`src/rtl/led_scan_mux.sv`:
```
// led_scan_mux: multiplexed LED/seven-segment scanner with anti-ghost blanking, PWM and tear-free double buffering
// Ports: clk_i/rst_i clock and async active-high reset; enable_i scan enable;
//   data_i/valid_i/ready_o display-word handshake (byte k = digit k, {dp,g..a});
//   bright_i PWM brightness; seg_o/sel_o segment and digit drive; frame_o frame-boundary pulse.
module led_scan_mux #(
  parameter int   NUM_DIGITS   = 3,
  parameter int   CLK_IN_MHZ   = 12,
  parameter int   DIGIT_US     = 500,
  parameter int   BLANK_CYCLES = 8,
  parameter int   PWM_BITS     = 4,
  parameter logic SEG_ACTIVE   = 1'b1,
  parameter logic SEL_ACTIVE   = 1'b0
) (
  input  logic                    clk_i,
  input  logic                    rst_i,
  input  logic                    enable_i,
  input  logic [NUM_DIGITS*8-1:0] data_i,
  input  logic                    valid_i,
  output logic                    ready_o,
  input  logic [PWM_BITS-1:0]     bright_i,
  output logic [7:0]              seg_o,
  output logic [NUM_DIGITS-1:0]   sel_o,
  output logic                    frame_o
);
  localparam int SLOT_CYCLES = CLK_IN_MHZ * DIGIT_US;
  localparam int CW = $clog2(SLOT_CYCLES);
  localparam int DW = $clog2(NUM_DIGITS);
  typedef enum logic [1:0] {IDLE, BLANK, ON} state_t;
  state_t                  r_state, w_state_n;
  logic [CW-1:0]           r_cnt, w_cnt_n;
  logic [DW-1:0]           r_dig, w_dig_n;
  logic [PWM_BITS-1:0]     r_pwm, w_pwm_n;
  logic [NUM_DIGITS*8-1:0] r_shadow, r_active, w_active_n;
  logic [7:0]              r_seg, w_byte;
  logic [NUM_DIGITS-1:0]   r_sel, w_onehot;
  logic                    r_ready, r_arm, r_frame;
  logic                    w_run, w_slot_end, w_wrap, w_copy, w_acc, w_lit;
  assign ready_o = r_ready;
  assign seg_o   = r_seg;
  assign sel_o   = r_sel;
  assign frame_o = r_frame;
  always_ff @(posedge clk_i or posedge rst_i)
    if (rst_i) r_state <= IDLE;
    else       r_state <= w_state_n;
  // r_cnt runs across the whole slot: values below BLANK_CYCLES are the blank
  // window, the rest is the lit window.
  always_comb begin
    w_run      = enable_i && r_state != IDLE;
    w_slot_end = r_state == ON && r_cnt == CW'(SLOT_CYCLES - 1);
    w_wrap     = w_slot_end && r_dig == DW'(NUM_DIGITS - 1);
    w_cnt_n    = (w_run && !w_slot_end) ? r_cnt + 1'b1 : '0;
    w_state_n  = !enable_i ? IDLE : (w_cnt_n < CW'(BLANK_CYCLES) ? BLANK : ON);
    w_dig_n    = (!w_run || w_wrap) ? '0 : (w_slot_end ? r_dig + 1'b1 : r_dig);
    w_pwm_n    = r_state == ON ? r_pwm + 1'b1 : '0;
    // r_arm captures pending as it stood before the boundary edge, so a word
    // accepted at or during the boundary waits for the following frame.
    w_copy     = !r_ready && (r_arm || r_state == IDLE);
    w_acc      = valid_i && r_ready;
    w_active_n = w_copy ? r_shadow : r_active;
    w_byte     = w_active_n[8*w_dig_n +: 8];
    w_onehot   = NUM_DIGITS'(1) << w_dig_n;
    w_lit      = w_state_n == ON && (w_pwm_n < bright_i || &bright_i);
  end
  // Outputs are registered from next-state values so they line up with r_state.
  always_ff @(posedge clk_i or posedge rst_i)
    if (rst_i) begin
      r_cnt    <= '0;
      r_dig    <= '0;
      r_pwm    <= '0;
      r_shadow <= '0;
      r_active <= '0;
      r_ready  <= 1'b1;
      r_arm    <= 1'b0;
      r_frame  <= 1'b0;
      r_seg    <= {8{~SEG_ACTIVE}};
      r_sel    <= {NUM_DIGITS{~SEL_ACTIVE}};
    end else begin
      r_cnt    <= w_cnt_n;
      r_dig    <= w_dig_n;
      r_pwm    <= w_pwm_n;
      r_shadow <= w_acc ? data_i : r_shadow;
      r_active <= w_active_n;
      r_ready  <= w_acc ? 1'b0 : (w_copy ? 1'b1 : r_ready);
      r_arm    <= w_wrap && !r_ready;
      r_frame  <= w_wrap && enable_i;
      r_seg    <= {8{~SEG_ACTIVE}} ^ (w_lit ? w_byte : 8'h00);
      r_sel    <= {NUM_DIGITS{~SEL_ACTIVE}} ^ (w_state_n == ON ? w_onehot : '0);
    end
endmodule

```
`config.mk`:
```
export PLATFORM = sky130hd
export DESIGN_NAME = led_scan_mux
export DESIGN_NICKNAME = d
export VERILOG_FILES = /design/src/rtl/led_scan_mux.sv
export SDC_FILE = /design/constraint.sdc
export NUM_CORES = 1
export LEC_CHECK = 0
export ABC_AREA = 1
export CAP_MARGIN = 20
export CORE_UTILIZATION = 50
export CTS_CLUSTER_DIAMETER = 50
export CTS_CLUSTER_SIZE = 12
export DETAILED_ROUTE_END_ITERATION = 6
export PLACE_DENSITY = 0.72
export SYNTH_ARGS = -nofsm -noshare
export SYNTH_HDL_FRONTEND = slang
export SYNTH_SLANG_ARGS = --single-unit
```
`constraint.sdc`:
```
create_clock -name clk_i -period 3.56 [get_ports clk_i]
set_input_delay 0.712 -clock clk_i [delete_from_list [all_inputs] [get_ports clk_i]]
set_output_delay 0.712 -clock clk_i [all_outputs]
set_load 0.05 [all_outputs]
```
# Word level (Yosys, flattened, before mapping)
# Cells that the tools add are included.
# word_totals
input_bits	32
register_bits	83
out_inout_bits	13
word_cells	53
# classes
bitwise	1
reduce_logical	19
n_addsub	3
magnitude_cmp	2
mux	11
eq_ne	4
shifts	2
# op_table
op	n
two-way mux 24 bit	1
variable part select 24 x 6 -> 8 bit	1
adder 13 x 1 -> 13 bit (second input constant)	1
== test 13 bit (second input constant)	1
less-than comparator 13 x 4 -> 1 bit (second input constant)	1
two-way mux 13 bit	1
logical AND 1 bit	9
two-way mux 2 bit	4
two-way mux 8 bit	1
== test 2 bit (second input constant)	3
adder 4 x 1 -> 4 bit (second input constant)	1
less-than comparator 4 bit	1
two-way mux 4 bit	1
AND reduction 4 bit	1
nonzero test 2 bit	2
logical NOT 1 bit	3
logical OR 1 bit	3
two-way mux 3 bit	1
NOT 3 bit	1
left shift 1 x 2 -> 3 bit (first input constant)	1
adder 2 x 1 -> 2 bit (second input constant)	1
logical NOT 2 bit	1
two-way mux 1 bit	2

# Logic depth before layout (Yosys ltp)
# logic_depth
depth_word	11
depth_mapped	14
depth_no_buf	14

# Least setup slack after synthesis
# No wires, ideal clock.
# synth_path
path_kind	input to register
start	input enable_i
end	register r_seg[0] (netlist: seg_o[0])
path_slack_ns	1.690
cell_stages	9
n_path_buf	1
t_arrival_ns	1.799
setup_time_ns	0.071
path_cell_list	inv_1 nor2_2 nand2_4 buf_8 a21oi_1 nor2_4 nand3_4 nand2_8 nor2_2
# synth_between
elab_chain_len	9
elab_cells_between_ends	13
cone_classes	order compare (1); eq/ne (1); shift (1); mux (5); reduce/logical (5)
# synth_rtl
item	line	text
from (decl)	16	input logic enable_i,
logical AND 1 bit	48	w_run = enable_i && r_state != IDLE;
logical AND 1 bit	51	w_cnt_n = (w_run && !w_slot_end) ? r_cnt + 1'b1 : '0;
two-way mux 13 bit	51	
less-than comparator 13 x 4 -> 1 bit	52	w_state_n = !enable_i ? IDLE : (w_cnt_n < CW'(BLANK_CYCLES) ? BLANK : ON);
two-way mux 2 bit	52	
two-way mux 2 bit (*)	52	
named net w_state_n[1]	29	state_t r_state, w_state_n;
== test 2 bit (*)	62	w_lit = w_state_n == ON && (w_pwm_n < bright_i || &bright_i);
logical AND 1 bit (*)	62	
two-way mux 8 bit (*)	86	r_seg <= {8{~SEG_ACTIVE}} ^ (w_lit ? w_byte : 8'h00);
to (signal assigned)	75	r_seg <= {8{~SEG_ACTIVE}};
to (signal assigned)	86	
to (decl)	34	logic [7:0] r_seg, w_byte;
# The timed path passes the listed nets; every way through them passes the cells marked *.
# A chain may end at the register's enable or synchronous reset.

# Worst setup path after layout
# layout_path
start	register r_ready (netlist: ready_o)
end	output ready_o
# layout_lines
item	line	text
from (decl)	36	logic r_ready, r_arm, r_frame;
from (signal assigned)	83	r_ready <= w_acc ? 1'b0 : (w_copy ? 1'b1 : r_ready);
to (decl)	19	output logic ready_o,
# No word-level cell between the ends.

==> flow_summary.ini <==
[synthesis]
yosys.area_share.simple_pct = 27.5
synth_async_sr_flop_share_pct = 100
yosysWarnings = 0
synth_commonest_cells = dfrtp_1, nand2_1, nor2_1
synth_compound_area_share_pct = 7.14
synth_edf_count = 0
synthCells = 430
avgSynthCellArea_um2 = 9.09
synth_top_area_share_pct = 50.6
synth_area_leaders = dfrtp_1, nand2_1, nor2_1
yosys_most_used_dff = dfrtp_1
yosysTopAreaCell = dfrtp_1
synth_top_family_by_area = simple AND/OR/NAND/NOR gates
synth_seq_cells = 83
synth_most_common_cell = dfrtp_1
syn_area_um2 = 3910
syn_nets = 468
synthXorXnorAreaFrac_pct = 0.448
synth_fa_ha_area_share_pct = 1.92
yosysUniqueCellTypes = 30
muxShareOfSynthArea_pct = 2.31
ys_seq_area_share_pct = 53.3

[clock_network]
cts.sinks = 83
cts.clk_slew.worst_paths_ps = 90
clockRootBuffer = clkbuf_8
cts_tree = yes
cts_resized = 0
cts_max_path_buffers = 2
cts_hold_buf = 0
postCtsSetupRepairBufs = 0
cts_buffers = 9
h-tree-depth = 3
insertion_delay_ps = 360

[critical_path]
path_depth = 1
startpoint_type = register
setup.worst_path.end = ready_o
cp_max_fo = 4
reg2reg_to = seg_o[5]
crit_buf_inv = 1
cp_slowest_stage_delay_ps = 810
r2r-start = r_cnt[0]
crit_arrival_ps = 1740
r2r_cells = 12
worst_path_dominant_cell_family = buffers and inverters
critPathSlowestCell = clkdlybuf4s50_1
required_ps = 2850
path_class = reg2out
worst_setup_path_end_kind = output pin
crit_start = ready_o
cp_cell_sequence = clkdlybuf4s50_1
reg2reg_slack_ps = 1510

[sta]
grt_setup_unrepaired = false
slew_headroom_pct = 46.5
layout_min_cycle_time_ps = 2450
fin_setup_tns_ps = 0
final_hold_viol_count = 0
fmax_mhz = 409
post-route-period-util_pct = 68.8
fin_skew_ps = 11.8
tightest_slew_ps = 801
finalSetupViolations = 0
slew_viol_final = 0

[power]
powerDensity_nw_per_um2 = 457
leakagePower_nw = 2.30
ir_drop_mv = 0.313

[drt]
num_vias = 2856
drt-wirelength-per-cell_um = 13.0
drt_pass1_iterations = 4
via_per_inst = 4.89
wl_um = 7570
first_iter_violations = 119
route.detailed.drc = 0
ant_nets = 0

[outcome]
outcome = completed

[die]
start_util_pct = 52.7
die_w_um = 90.4
fp.dieH_um = 90.4
core_um2 = 7410
die-area_um2 = 8170
row_count = 31
io_pins = 45

[hold_path]
hold_class = reg2reg

[place]
dp_hpwl_um = 5650
io_buffer_count = 44
gp_congestion = 0.810

[global_routing]
antenna_found_initial = 0
grt_max_degree = 50
grt_pass1_wl_um = 13200
grt.total_usage_pct = 20.7
first_global_vias = 2738
grt_overflow = 0

[layout]
final_util_pct = 62.7
antennaDiodeCount = 0
fin_nets = 518
syn2layout_area_growth_pct = 18.9
drive_gt1_share_pct = 17.3

[run]
maxCapViolCount = 0
==> area by class of cell <==
| type | count | area [µm²] |
|---|---|---|
| Clock buffer | 9 | 124 |
| Timing Repair Buffer | 49 | 478 |
| Sequential cell | 83 | 2080 |
| Inverter | 62 | 239 |
| Fill cell | 621 | 2760 |
| Multi-Input combinational cell | 275 | 1540 |
| Tap cell | 99 | 124 |
| Clock inverter | 7 | 58.8 |
==> per-layer routing <==
metal  wire (µm)  global-route usage, %  up-vias
met5           0                      0        -
met4          96                   8.47        0
met3         382                   4.21        8
met2        3400                   30.8       65
met1        3700                   29.8     1326
li1            -                      -     1457
==> sequential cells by signal, summed over array words and instances, names as in the netlist <==
register and count:
r_active 24, r_shadow 24, r_cnt 13, seg_o 8
r_pwm 4, sel_o 3, r_dig 2, r_state 2
frame_o 1, r_arm 1, ready_o 1
==> kinds of logic after synthesis <==
family | after synthesis
simple gates | 205
buf+inv | 72
fa+ha+maj | 6
compound gates | 54
mux | 8
flops | 83
xor+xnor | 2
==> power by group <==
part | switching, mW | internal, mW
sequential | 0.0491 | 1.09
combinational | 0.208 | 0.140
clock | 0.368 | 0.267
==> worst min-delay path by stage <==
stage	start	endpoint	slack (ps)	cells past startpoint
global placement	r_pwm[0]	r_pwm[0]	470	1
detailed placement	r_pwm[0]	r_pwm[0]	480	1
global route	r_active[17]	r_active[17]	530	2
CTS	r_pwm[0]	r_pwm[0]	490	1
finish	r_pwm[0]	r_pwm[0]	490	1
floorplan	r_pwm[0]	r_pwm[0]	450	1
==> stage by stage <==
| stage | std cells | total power, mW | worst slack (ps) | hold WS, ps | instance area, µm² |
|---|---|---|---|---|---|
| floorplan | 430 | 1.40 | 718 | 447 | 3910 |
| CTS | 584 | 2.15 | 1090 | 495 | 4650 |
| global placement | 568 | 1.49 | 1170 | 466 | 4460 |
| detailed placement | 568 | 1.51 | 1120 | 482 | 4460 |
| global route | 584 | 2.25 | 1080 | 527 | 4650 |
| finish | 584 | 2.12 | 1110 | 488 | 4650 |
==> layout by cell type, fill, tap and decap left out <==
master,n
dfrtp_1,79
nand2_1,64
nor2_1,59
inv_1,55
clkdlybuf4s50_1,44
nand3_1,31
o21ai_0,28
a21oi_1,20
nor2_2,14
clkbuf_8,9
nand2_4,8
mux2_2,8
nand2_2,7
ha_1,6
nor2_4,5
buf_4,5
inv_2,4
nor3_1,4
nand4_1,4
inv_6,4
dfstp_2,4
nor2_8,3
nand3_2,3
xor2_1,2
inv_4,2
o21bai_1,2
o21ai_1,2
clkinv_2,2
o21ai_2,1
nand3b_1,1
a21oi_2,1
nand3_4,1
nand2_8,1
inv_8,1
clkinvlp_4,1
(Power assumes the default switching activity.)
